**config.mk**
```make
export PLATFORM = sky130hd
export DESIGN_NAME = serial_adder
export DESIGN_NICKNAME = d
export VERILOG_FILES = /design/src/rtl/serial_arith_pkg.sv /design/src/rtl/full_adder.sv /design/src/rtl/serial_adder.sv
export SDC_FILE = /design/constraint.sdc
export NUM_CORES = 1
export LEC_CHECK = 0
export CORE_MARGIN = 2
export CORE_UTILIZATION = 40
export DETAILED_ROUTE_END_ITERATION = 6
export PLACE_DENSITY = 0.67
export SYNTH_ARGS = -nofsm -noshare
export SYNTH_HDL_FRONTEND = slang
export SYNTH_SLANG_ARGS = --single-unit
```
**constraint.sdc**
```tcl
create_clock -name clk -period 1.46 [get_ports clk]
set_clock_uncertainty 0.2 [all_clocks]
set_input_delay 0.438 -clock clk [delete_from_list [all_inputs] [get_ports clk]]
set_output_delay 0.438 -clock clk [all_outputs]
set_load 0.03 [all_outputs]
```
**src/rtl/serial_arith_pkg.sv**
```systemverilog
// Shared constants for the bit-serial arithmetic blocks: FSM state encoding
// and the default operand width.
package serial_arith_pkg;

    localparam int unsigned DEFAULT_WIDTH = 8;

    typedef logic [1:0] state_t;

    localparam state_t ST_IDLE  = 2'd0;
    localparam state_t ST_SHIFT = 2'd1;
    localparam state_t ST_DONE  = 2'd2;

endpackage

```
**src/rtl/full_adder.sv**
```systemverilog
// Single-bit full adder cell; the bit slice consumed by serial_adder.
module full_adder (
    input  logic a,
    input  logic b,
    input  logic cin,
    output logic sum,
    output logic cout
);

    assign sum  = a ^ b ^ cin;
    assign cout = (a & b) | (cin & (a ^ b));

endmodule

```
**src/rtl/serial_adder.sv**
```systemverilog
// Bit-serial adder: one full_adder slice driven LSB first, with the carry kept
// in a register between cycles and a start/ready/done handshake.
module serial_adder
    import serial_arith_pkg::*;
#(
    parameter int unsigned WIDTH = DEFAULT_WIDTH
) (
    input  logic             clk,
    input  logic             rst_n,
    input  logic             start,
    input  logic [WIDTH-1:0] a,
    input  logic [WIDTH-1:0] b,
    input  logic             cin,
    output logic             ready,
    output logic             busy,
    output logic             done,
    output logic [WIDTH-1:0] sum,
    output logic             cout
);

    localparam int unsigned CntW = $clog2(WIDTH);

    state_t           state_q, state_d;
    logic [WIDTH-1:0] sha_q, shb_q, shs_q, sum_q;
    logic [CntW-1:0]  cnt_q;
    logic             carry_q, cout_q;
    logic             fa_sum, fa_cout;
    logic             accept, last;

    full_adder u_fa (
        .a    (sha_q[0]),
        .b    (shb_q[0]),
        .cin  (carry_q),
        .sum  (fa_sum),
        .cout (fa_cout)
    );

    assign accept = ready & start;
    assign last   = (state_q == ST_SHIFT) && (cnt_q == CntW'(WIDTH - 1));

    always_ff @(posedge clk) begin
        if (!rst_n) begin
            state_q <= ST_IDLE;
        end else begin
            state_q <= state_d;
        end
    end

    always_comb begin
        state_d = state_q;
        case (state_q)
            ST_IDLE:  if (start) state_d = ST_SHIFT;
            ST_SHIFT: if (last) state_d = ST_DONE;
            ST_DONE:  state_d = start ? ST_SHIFT : ST_IDLE;
            default:  state_d = ST_IDLE;
        endcase
    end

    always_comb begin
        ready = 1'b0;
        busy  = 1'b0;
        done  = 1'b0;
        case (state_q)
            ST_IDLE:  ready = 1'b1;
            ST_SHIFT: busy  = 1'b1;
            ST_DONE: begin
                ready = 1'b1;
                done  = 1'b1;
            end
            default: ;
        endcase
    end

    // Sum bits enter at the MSB so that after WIDTH shifts bit 0 lands at LSB.
    always_ff @(posedge clk) begin
        if (!rst_n) begin
            sha_q   <= '0;
            shb_q   <= '0;
            shs_q   <= '0;
            carry_q <= 1'b0;
            cnt_q   <= '0;
            sum_q   <= '0;
            cout_q  <= 1'b0;
        end else if (accept) begin
            sha_q   <= a;
            shb_q   <= b;
            shs_q   <= '0;
            carry_q <= cin;
            cnt_q   <= '0;
        end else if (state_q == ST_SHIFT) begin
            sha_q   <= {1'b0, sha_q[WIDTH-1:1]};
            shb_q   <= {1'b0, shb_q[WIDTH-1:1]};
            shs_q   <= {fa_sum, shs_q[WIDTH-1:1]};
            carry_q <= fa_cout;
            cnt_q   <= cnt_q + CntW'(1);
            if (last) begin
                sum_q  <= {fa_sum, shs_q[WIDTH-1:1]};
                cout_q <= fa_cout;
            end
        end
    end

    assign sum  = sum_q;
    assign cout = cout_q;

endmodule

```
==> run summary <==
Outcome - finished with violations
Failing checks - setup timing
Top cell family by delay on the critical path - flip-flops
Cell count after synthesis - 180
Clock insertion delay at the later pin of the skew report - 0.30 ns
CTS root buf - clkbuf_8
Clk sink count - 38
WP depth - 3
Drt via density - 5.22
Post-Syn Nets - 203
Synthesized flop and latch total - 38
Post-synth EDFFs - 0
Routed Antenna Nets - 0
Slew HR - 0.781
Global Route Usage Sum - 0.179
Area of the multi-input gates - 836 sq um
Number of DRC markers in iteration 0 - 142
CTS max path bufs - 2
Setup CP Type - reg -> out
Setup Slack @ Placement - -0.316 ns
Most common library cells after synthesis - nand2_1 (44), dfxtp_1 (38), a21oi_1 (11), nand3_1 (11), nor2_1 (8)
Crit path max-delay cell type - dfxtp_2
Largest net degree at the start of global routing - 27
Maximum vdd drop - 0.630 mV
Bufs and invs on worst path - 2
Vias in the first global route - 1341
Worst EP arrival - 0.95 ns
Pwr Density - 972 nW/um^2
Core area - 3720 sq um
Die height - 66.4 um
Startpoint Class - register
Synthesis-to-layout area growth - 46.8%
Fmax - 0.629 GHz
Ports - 32
Worst-Margin Slew - 0.329 ns
Synth top area share - 0.488
Syn Area/Cell - 8.66 sq um
Final hold violation count - 0
FF+latch area - 771 sq um
Initial antenna violation count - 0
Slew Limit Fails - 0
Setup ws final - -0.130 ns
CTS Buf Count - 5
Distinct cells, synth - 28
Setup crit end kind - primary output
DRC viols - 0
Worst-path clk slew - 0.07 ns
# setup viols final - 4
Syn. warnings - 0
Worst EP required - 0.82 ns
Final Util - 0.616
Total die area - 4410 sq um
HPWL Detailed - 2340 um
RSZ-0062 raised after global routing - yes
H-tree depth - 2
Top cell type by total area after synthesis - dfxtp_1
Antenna cells - 0
Max Cap Viol - 0
Async set-or-reset flop fraction in the synthesized netlist - 0
Final TNS setup - -0.388 ns
IO Port Bufs - 31
Ratio of cells with drive above 1 in the final layout - 0.309
Total power - 2.22 mW
Wirelength per Cell - 14.5 um
Crit Path Max Fanout - 3
Seq/Total Area, Yosys - 0.488
Vias - 1415
Starting Density - 0.420
Reg2Reg Depth - 6
Top FF cell, synth - dfxtp_1
Slowest stage delay, CP - 0.33 ns
Post-route minimum period - 1.59 ns
Most frequent cell after synthesis - nand2_1
Final period util - 1.09
Hold bufs inserted after CTS - 0
# fillers - 341
Total global routing overflow - 0
TritonRoute pass-1 iters - 4
Count of cells along the worst hold path - 2
Worst-path cell chain - nand2b_4 -> clkinv_4 -> buf_6
Die W - 66.4 um
Final Wtd Congestion - 0.786
Final #Nets - 246
Top cells by area, synth - dfxtp_1 (49%), nand2_1 (11%), o221ai_1 (3.9%)
Row Count - 22
LEAKAGE - 0.839 nW
Fin cells - 271
Mapped Area - 1560 sq um
Placed Cells - 256
Worst Hold Class - reg -> reg
WL final - 3930 um
Global-route wire length before repair - 5930 um
CTS tree - done
[flip-flops by register name, indices dropped and copies added, names as in the netlist]
signal,count
cnt_q,3
state_q,2
carry_q,1
sum,8
shs_q,7
sha_q,8
cout,1
shb_q,8
[what timing repair did]
| item | CTS | global route |
|---|---|---|
| gates cloned | 1 | 4 |
| setup endpoints to repair | 6 | 39 |
| buffers inserted | 2 | 1 |
| pin swaps | 0 | 21 |
| resized for setup | 14 | 45 |
[kinds of logic (layout without fill, tap and decap cells)]
logic type	after synthesis	in the layout	synth area share
buf+inv	16	59	0.0746
flops	38	38	0.488
compound gates	44	44	0.184
xor+xnor	1	1	0.00562
simple gates	78	78	0.219
fa+ha+maj	3	3	0.0289
[placed cells by master, fill, tap and decap left out, types with 3 or more instances in the layout]
cell type        Yosys  final
o21ai_2              0      6
dfxtp_1             38     32
nor3_2               0      3
buf_4                2     16
a21oi_1             11     10
nand2_1             44     43
nor2_1               8      8
a21boi_1             5     10
clkdlybuf4s50_1      0     18
nand3_1             11     11
buf_6                5      9
o221ai_2             0      6
clkbuf_8             0      5
nor3_1               7      4
dfxtp_2              0      5
a31oi_1              6      6
[per-layer routing]
metal / vias to the layer above / track usage / part of all wire
met2: 46 / 0.289 / 0.47
met1: 657 / 0.217 / 0.45
met4: 0 / 0.0867 / 0.025
met5: - / 0 / 0
li1: 702 / - / -
met3: 10 / 0.0511 / 0.053
[worst paths after layout]
| check | to | from | slack, ns |
|---|---|---|---|
| setup / recovery | busy | state_q[1]$_SDFFE_PN0P_ | -0.13 |
| hold / removal | shb_q[7]$_SDFFE_PN0P_ | shb_q[7]$_SDFFE_PN0P_ | 0.26 |
| setup reg to reg | shb_q[1]$_SDFFE_PN0P_ | state_q[0]$_SDFFE_PN0P_ | -0.01 |
| hold reg to reg | shb_q[7]$_SDFFE_PN0P_ | shb_q[7]$_SDFFE_PN0P_ | 0.26 |
[power by group]
| group | total, mW | switching, mW | internal, mW |
|---|---|---|---|
| Clock | 0.690 | 0.361 | 0.329 |
| Combinational | 0.407 | 0.197 | 0.210 |
| Sequential | 1.13 | 0.0413 | 1.09 |
| Total | 2.22 | 0.599 | 1.62 |
[worst min-delay path, cell delays in order (launching register included)]
cell and delay [ns]:
dfxtp_1 0.31, nand2_1 0.05, a21oi_1 0.05
[final cells by class]
| cell class | count | share of cell area |
|---|---|---|
| Inverter | 2 | 0.00547 |
| Multi-Input combinational cell | 126 | 0.365 |
| Tap cell | 48 | 0.0262 |
| Clock buffer | 7 | 0.0334 |
| Timing Repair Buffer | 50 | 0.233 |
| Sequential cell | 38 | 0.337 |
[per-stage QoR]
stage	hold slack [ns]	area, sq um
final	0.259	2290
after global routing	0.285	2290
after CTS	0.261	2060
after detailed placement	0.250	1900
after global placement	0.243	1900
after floorplan	0.234	1560
Power figures use the tool's default switching activity.
